<file path="src/rtl/cosim_pkg.sv">
// cosim_pkg: shared definitions for the co-simulation vector generator.
//   - state_e       : generator FSM states
//   - CORNER_*      : the four fixed corner-case stimulus words
//   - LFSR_POLY     : feedback taps for x^128 + x^7 + x^2 + x + 1
//   - lfsr128_next  : one Galois step of the 128-bit LFSR
//   - corner_pat    : maps a corner index (0..3) to its pattern
package cosim_pkg;

  typedef enum logic [1:0] {
    IDLE   = 2'd0,
    CORNER = 2'd1,
    RANDOM = 2'd2,
    DONE   = 2'd3
  } state_e;

  localparam logic [127:0] CORNER_ZERO = 128'h0;
  localparam logic [127:0] CORNER_ONES = {128{1'b1}};
  localparam logic [127:0] CORNER_FIVE = {32{4'h5}};
  localparam logic [127:0] CORNER_A    = {32{4'hA}};

  localparam logic [127:0] LFSR_POLY = 128'h87;

  // Left shift; when the MSB falls out, fold it back in through the low taps.
  function automatic logic [127:0] lfsr128_next(input logic [127:0] s);
    return {s[126:0], 1'b0} ^ (s[127] ? LFSR_POLY : 128'h0);
  endfunction

  function automatic logic [127:0] corner_pat(input logic [1:0] i);
    logic [127:0] p;
    case (i)
      2'd0:    p = CORNER_ZERO;
      2'd1:    p = CORNER_ONES;
      2'd2:    p = CORNER_FIVE;
      default: p = CORNER_A;
    endcase
    return p;
  endfunction

endpackage

</file>
<file path="src/rtl/cosim_lfsr128.sv">
// cosim_lfsr128: 128-bit Galois LFSR register.
//   clk   : clock (rising edge)
//   rst_n : asynchronous active-low reset, state returns to SEED
//   load  : copy seed into the register (wins over step)
//   seed  : value loaded when load=1
//   step  : advance one LFSR step
//   q     : current LFSR state
module cosim_lfsr128
  import cosim_pkg::*;
#(
  parameter logic [127:0] SEED = 128'h1
) (
  input  logic         clk,
  input  logic         rst_n,
  input  logic         load,
  input  logic [127:0] seed,
  input  logic         step,
  output logic [127:0] q
);

  logic [127:0] q_q;
  logic [127:0] q_d;

  always_comb begin
    q_d = q_q;
    if (load) begin
      q_d = seed;
    end else if (step) begin
      q_d = lfsr128_next(q_q);
    end
  end

  always_ff @(posedge clk or negedge rst_n) begin
    if (!rst_n) begin
      q_q <= SEED;
    end else begin
      q_q <= q_d;
    end
  end

  assign q = q_q;

endmodule

</file>
<file path="src/rtl/cosim_vec_gen.sv">
// cosim_vec_gen: streams a run of stimulus vectors to a downstream comparator.
// A run is four fixed corner words followed by NUM_RANDOM LFSR words, the
// first of which is SEED itself.
//   clk       : clock (rising edge)
//   rst_n     : asynchronous active-low reset
//   start     : begin a run (honoured only when idle or done)
//   vec_valid : vec_data/vec_idx hold a vector
//   vec_ready : downstream accepts the vector this cycle
//   vec_data  : 128-bit stimulus word
//   vec_idx   : index of the vector on vec_data
//   done      : the run has completed
module cosim_vec_gen
  import cosim_pkg::*;
#(
  parameter int unsigned  NUM_RANDOM = 1000,
  parameter logic [127:0] SEED       = 128'h1
) (
  input  logic         clk,
  input  logic         rst_n,
  input  logic         start,
  output logic         vec_valid,
  input  logic         vec_ready,
  output logic [127:0] vec_data,
  output logic [15:0]  vec_idx,
  output logic         done
);

  // Index of the final vector of a run.
  localparam logic [15:0] LAST_IDX = 16'(3 + NUM_RANDOM);

  state_e       state_q, state_d;
  logic         vec_valid_q, vec_valid_d;
  logic [127:0] vec_data_q, vec_data_d;
  logic [15:0]  vec_idx_q, vec_idx_d;
  logic         done_q, done_d;

  logic         lfsr_load;
  logic         lfsr_step;
  logic [127:0] lfsr_q;
  logic         accept;

  // vec_valid comes straight from a flop, so it never depends on vec_ready.
  assign accept = vec_valid_q & vec_ready;

  cosim_lfsr128 #(
    .SEED(SEED)
  ) u_lfsr (
    .clk  (clk),
    .rst_n(rst_n),
    .load (lfsr_load),
    .seed (SEED),
    .step (lfsr_step),
    .q    (lfsr_q)
  );

  always_comb begin
    state_d     = state_q;
    vec_valid_d = vec_valid_q;
    vec_data_d  = vec_data_q;
    vec_idx_d   = vec_idx_q;
    done_d      = done_q;
    lfsr_load   = 1'b0;
    lfsr_step   = 1'b0;

    case (state_q)
      IDLE, DONE: begin
        if (start) begin
          state_d     = CORNER;
          lfsr_load   = 1'b1;
          vec_idx_d   = 16'd0;
          done_d      = 1'b0;
          vec_valid_d = 1'b1;
          vec_data_d  = CORNER_ZERO;
        end
      end

      CORNER: begin
        if (accept) begin
          vec_idx_d = vec_idx_q + 16'd1;
          if (vec_idx_q[1:0] == 2'd3) begin
            // The LFSR was reloaded at start and has not moved, so it
            // still holds SEED: the first random word.
            state_d    = RANDOM;
            vec_data_d = lfsr_q;
          end else begin
            vec_data_d = corner_pat(vec_idx_q[1:0] + 2'd1);
          end
        end
      end

      RANDOM: begin
        if (accept) begin
          if (vec_idx_q == LAST_IDX) begin
            // Data and index are left as they are so the last vector
            // remains visible after the run ends.
            state_d     = DONE;
            vec_valid_d = 1'b0;
            done_d      = 1'b1;
          end else begin
            // The LFSR tracks vec_data, so stepping it and presenting
            // its successor keep the two in lock-step.
            lfsr_step  = 1'b1;
            vec_idx_d  = vec_idx_q + 16'd1;
            vec_data_d = lfsr128_next(lfsr_q);
          end
        end
      end

      default: begin
        state_d = IDLE;
      end
    endcase
  end

  always_ff @(posedge clk or negedge rst_n) begin
    if (!rst_n) begin
      state_q     <= IDLE;
      vec_valid_q <= 1'b0;
      vec_data_q  <= 128'h0;
      vec_idx_q   <= 16'd0;
      done_q      <= 1'b0;
    end else begin
      state_q     <= state_d;
      vec_valid_q <= vec_valid_d;
      vec_data_q  <= vec_data_d;
      vec_idx_q   <= vec_idx_d;
      done_q      <= done_d;
    end
  end

  assign vec_valid = vec_valid_q;
  assign vec_data  = vec_data_q;
  assign vec_idx   = vec_idx_q;
  assign done      = done_q;

endmodule
</file>
<file path="config.mk">
export PLATFORM = sky130hd
export DESIGN_NAME = cosim_vec_gen
export DESIGN_NICKNAME = d
export VERILOG_FILES = /design/src/rtl/cosim_pkg.sv /design/src/rtl/cosim_lfsr128.sv /design/src/rtl/cosim_vec_gen.sv
export SDC_FILE = /design/constraint.sdc
export NUM_CORES = 1
export LEC_CHECK = 0
export ABC_AREA = 0
export CAP_MARGIN = 30
export CORE_MARGIN = 2
export CORE_UTILIZATION = 60
export CTS_CLUSTER_DIAMETER = 120
export DETAILED_ROUTE_END_ITERATION = 8
export GPL_TIMING_DRIVEN = 1
export PLACE_DENSITY = 0.84
export SLEW_MARGIN = 0
export SYNTH_ARGS = -nofsm -noshare
export SYNTH_HDL_FRONTEND = slang
export SYNTH_SLANG_ARGS = --single-unit
</file>
<file path="constraint.sdc">
create_clock -name clk -period 6.5 [get_ports clk]
set_input_delay 0.975 -clock clk [delete_from_list [all_inputs] [get_ports clk]]
set_output_delay 0.975 -clock clk [all_outputs]
set_load 0.1 [all_outputs]
</file>
==> impl_metrics.tcl, run 1 <==
set metrics [dict create \
    syn_inst 1472 \
    crit_slowest_cell "buf_4" \
    rsz0062_at_grt "false" \
    cts.path.max_buffers 3 \
    io_buffers 149 \
    dieArea_um2 22580 \
    path_class "flip-flop to flip-flop" \
    ys_warn_count 0 \
    coreArea_um2 21020 \
    crit_family "buffers and inverters" \
    relSlewSlack_pct 29.29 \
    dr.pass1.iters 6 \
    hpwl_um 18950 \
    use_met3_pct 3.788 \
    path_cells "inv_1 -> ha_4 -> buf_4 -> a21o_4 -> buf_4 -> buf_4 -> mux2_1" \
    die_w_um 150.3 \
    nNetsFinal 1557 \
    drt_iter0_markers 1340 \
    synth_nets 1480 \
    critPathArrivalTime_ns 4.63 \
    setup_viol 0 \
    busiest_layer "met2" \
    utilization_pct 72.92 \
    synth_area_per_cell_um2 8.719 \
    hold_violations 0 \
    initial_utilization_pct 61.06 \
    clock_latency_ns 0.54 \
    grt_pass1_wl_um 54050 \
    timing.final.crit_share_pct 64.77 \
    ys_types 49 \
    hp-class "flip-flop to flip-flop" \
    grt_use_met1_pct 40.41 \
    dr_total_vias 11143 \
    layout_common_cells "394 x nand2_1, 320 x a21oi_1, 275 x dfrtp_1, 148 x clkdlybuf4s50_1, 98 x o21ai_0" \
    post_route_cells_drive_above_1_share_pct 6.178 \
    crit_path_end "vec_data[117]" \
    syn_to_final_growth_pct 19.43 \
    ys.flop_type "dfrtp_1" \
    ios 150 \
    regToRegEndpoint "vec_data[117]" \
    grt_max_degree 147 \
    cts_tree "built" \
    numCtsBuffers 29 \
    max_stage_delay_ns 0.75 \
    r2r-start "state_q[0]" \
    synth_area_um2 12830 \
    postCtsHoldBufs 0 \
    synth_top_area_share_pct 53.62 \
    worst_setup_hold_path_clk_slew_ns 0.06 \
    synthTopCellsByArea "dfrtp_1 54%, a21oi_1 12%, nand2_1 12%, mux2_1 3.9%, o21ai_0 3.8%" \
    ff2ff_setup_slack_ns 2.29 \
    skew_ns 0.01244 \
    cp_common_cell "buf_4" \
    use_met2_pct 46.99 \
    cap_violations 0 \
    drt_wl_total_um 32660 \
    worstPathRequired_ns 6.92 \
    grt_antenna_before_repair 0 \
    cp.depth 7 \
    ys_ff_latch 276 \
    tightest_slew_ns 1.057 \
    critPathMaxFanout 77 \
    crit_start "state_q[0]" \
    cts_resized 0 \
    die_y_um 150.3 \
    drtAntennaViolNets 0 \
    postCtsSetupRepairBufs 0 \
    async_reset_ff_share_pct 100.0 \
    worstSetupStartpointType "flip-flop" \
    place_congestion 0.8307 \
    wl_per_cell_um 17.70 \
    vias_per_cell 6.040 \
    overflow 0 \
    diodes 0 \
    r2r_cells 7 \
    hold_depth 2 \
    timing.hold.ws_ns 0.4834 \
    htreeDepth 1 \
    maxSlewViolCount 0 \
    fmax_mhz 237.5 \
    layout_commonest_cell "nand2_1" \
    grt_pass1_vias 10932 \
    finalSetupTns_ns 0 \
    yosysSeqAreaShare_pct 53.82 \
    cts_sinks 276 \
    status "completed" \
    drc 0 \
    synth_area_leader_cell "dfrtp_1" \
    grt_util_all_layers_pct 29.41 \
    synth_edf_count 0 \
    cts_root_buf "clkbuf_16" \
    num_rows 53 \
    period_needed_ns 4.210 \
    timing.critical_path.buf_inv 4 \
    cp-end-kind "flip-flop" \
]
registers in the layout, indices dropped and copies added (netlist names):
register and count:
done 1, state_q 2, vec_data 128, u_lfsr.q 128, vec_valid 1, vec_idx 16
area by class of cell:
class	instances	area (um2)
clock buffer	43	828.3
fill	1453	5693
multi-input combinational	1005	5189
inverter	70	262.8
tap	275	344.1
timing repair buffer	167	1744
clock inverter	9	52.55
sequential	276	6908
tightest hold or removal path, cell delays in order (launching register included):
cell and delay, ns:
dfrtp_1 0.34, nand2_1 0.04, o21ai_0 0.06
worst min path at each step:
stage	to	from	slack, ns
6_report	vec_data[40]	vec_data[40]	0.48
5_1_grt	vec_data[40]	vec_data[40]	0.50
4_1_cts	vec_data[40]	vec_data[40]	0.48
3_5_place_dp	vec_data[118]	vec_data[118]	0.47
3_3_place_gp	vec_data[10]	vec_data[10]	0.47
2_1_floorplan	u_lfsr.q[0]	u_lfsr.q[0]	0.48
synth_stat cells (4+ instances only):
| master | instances |
|---|---|
| buf_1 | 6 |
| clkbuf_1 | 75 |
| and3_1 | 4 |
| mux2_1 | 44 |
| mux2i_1 | 5 |
| buf_4 | 11 |
| dfrtp_1 | 275 |
| buf_2 | 28 |
| inv_1 | 69 |
| nor3_1 | 8 |
| mux2_2 | 20 |
| a21oi_1 | 320 |
| o21ai_1 | 43 |
| o21ai_0 | 98 |
| nor2_1 | 12 |
| nand3_1 | 10 |
| ha_1 | 4 |
| nand2_1 | 394 |
stage by stage:
step / setup WS, ns / instance area (um2) / cells
after floorplan: 3.657 / 12830 / 1472
after global placement: 2.308 / 14310 / 1788
after detailed placement: 2.196 / 14420 / 1792
after CTS: 2.299 / 15300 / 1844
after global routing: 2.027 / 15330 / 1845
final: 2.290 / 15330 / 1845
metal layers:
metal	vias up	part of all wire, %
met3	93	7.3
met5	-	0
met4	0	3.9
met1	5458	40
li1	5074	-
met2	518	48
cells by family (layout without fill, tap and decap cells):
kind of cell	count (synthesis)	in the layout	synth area share, %
flip-flops	276	276	53.82
XOR/XNOR	4	4	0.2730
buffers and inverters	191	289	6.239
AND/OR/NAND/NOR	448	448	13.98
adder cells (fa/ha/maj)	4	4	0.3900
multiplexers	69	69	6.005
AO/OA/AOI/OAI	480	480	19.29
Power of run 1 is not shown: default switching activity piles up to over one toggle a cycle in this logic, so the estimate is an artifact.
==> run 2: changes to the inputs <==
Settings changed: CORE_UTILIZATION 60 to 51, PLACE_DENSITY 0.84 to 0.76.
Clock period 6.5 ns to 3.75 ns, I/O delays scaled along.
==> run 2 against run 1 <==
Net effect:
- via count down 1.8%
- core utilization fell by 10 points
- clock skew hardly changed
- final cell count is 3.6% higher
- global-route usage fell by 4.4 points
- routed wire length up 2.9%
- die area up 17%
- critical path type is now flip-flop to output port
==> impl_metrics.tcl, run 2 (synthesis gave the netlist of run 1 again) <==
set metrics [dict create \
    postCtsSetupRepairBufs 0 \
    setup_viol 0 \
    clock_latency_ns 0.55 \
    place_congestion 0.7957 \
    cp-end-kind "output port" \
    critPathMaxFanout 10 \
    skew_ns 0.01278 \
    dr.pass1.iters 6 \
    drt_wl_total_um 33600 \
    hp-class "primary input to async pin" \
    grt_pass1_vias 10586 \
    vias_per_cell 5.724 \
    worst_setup_hold_path_clk_slew_ns 0.06 \
    drt-met1-wl_um 14290 \
    hold_violations 0 \
    critPathArrivalTime_ns 2.36 \
    initial_utilization_pct 51.41 \
    post_route_cells_drive_above_1_share_pct 7.084 \
    worstSetupStartpointType "flip-flop" \
    cts_resized 0 \
    grt_antenna_before_repair 1 \
    ios 150 \
    rsz0062_at_grt "false" \
    wl_met2_um 15950 \
    grt_max_degree 93 \
    io_buffers 149 \
    drtAntennaViolNets 0 \
    drc 0 \
    cap_violations 0 \
    overflow 0 \
    coreArea_um2 24960 \
    path_class "flip-flop to output port" \
    cts_tree "built" \
    timing.critical_path.buf_inv 1 \
    fillers 2087 \
    regArea_um2 6908 \
    crit_family "buffers and inverters" \
    worstPathRequired_ns 3.19 \
    relSlewSlack_pct 29.19 \
    layout_commonest_cell "nand2_1" \
    cts.path.max_buffers 3 \
    postCtsHoldBufs 0 \
    regToRegEndpoint "vec_data[26]" \
    cts_sinks 276 \
    met3WireLength_um 2207 \
    max_stage_delay_ns 1.25 \
    finalSetupTns_ns 0 \
    top_layer_used "met4" \
    status "completed" \
    path_cells "clkdlybuf4s50_1" \
    maxSlewViolCount 0 \
    nNetsFinal 1565 \
    drt_iter0_markers 864 \
    cts_root_buf "clkbuf_16" \
    wl_per_cell_um 17.57 \
    r2r-start "vec_idx[0]" \
    layout_common_cells "394 x nand2_1, 320 x a21oi_1, 275 x dfrtp_1, 147 x clkdlybuf4s50_1, 98 x o21ai_0" \
    num_rows 58 \
    syn_to_final_growth_pct 21.97 \
    hpwl_um 19430 \
    dr_total_vias 10945 \
    dieArea_um2 26450 \
    fmax_mhz 342.7 \
    grt_pass1_wl_um 54210 \
    die_y_um 162.6 \
    htreeDepth 1 \
    period_needed_ns 2.918 \
    crit_slowest_cell "clkdlybuf4s50_1" \
    timing.final.crit_share_pct 77.82 \
    numCtsBuffers 30 \
    die_w_um 162.6 \
    grt_util_all_layers_pct 25.00 \
    tightest_slew_ns 1.059 \
    multi_input_area_um2 5189 \
    r2r_cells 7 \
    ff2ff_setup_slack_ns 1.05 \
]
run 2: metal layers:
layer / GRT usage, % / vias to the layer above
li1: - / 5094
met1: 34.58 / 5335
met2: 39.94 / 432
met3: 3.820 / 84
met4: 9.976 / 0
met5: 0 / -
run 2: final cells by class:
| class | count | share of cell area, % |
|---|---|---|
| sequential | 276 | 44.13 |
| multi-input combinational | 1005 | 33.14 |
| timing repair buffer | 174 | 11.43 |
| clock buffer | 45 | 5.802 |
| tap | 330 | 2.637 |
| inverter | 70 | 1.678 |
| clock inverter | 11 | 1.167 |
| antenna | 1 | 0.01598 |
run 2: how the worst max path moves through the flow:
stage	from	to	slack, ns	depth (start not counted)
finish	vec_idx[2]	vec_idx[2]	0.83	1
floorplan	vec_idx[0]	vec_data[111]	0.91	9
detailed placement	start	vec_data[28]	1.04	6
global placement	start	vec_data[10]	1.07	6
CTS	vec_idx[2]	vec_idx[2]	0.83	1
global route	vec_idx[2]	vec_idx[2]	0.78	1
run 2: through the flow:
step	instances	hold WS (ns)	setup WS (ns)	cell area [um2]	utilization, %
floorplan	1472	0.2669	0.9066	12830	-
global placement	1854	0.4680	1.069	14530	58.22
detailed placement	1854	0.4734	1.041	14530	58.22
CTS	1910	0.04141	0.8303	15630	62.59
global route	1912	0.06647	0.7843	15660	62.71
finish	1912	0.01401	0.8318	15660	62.71
Power of run 2 is left out for the same reason.
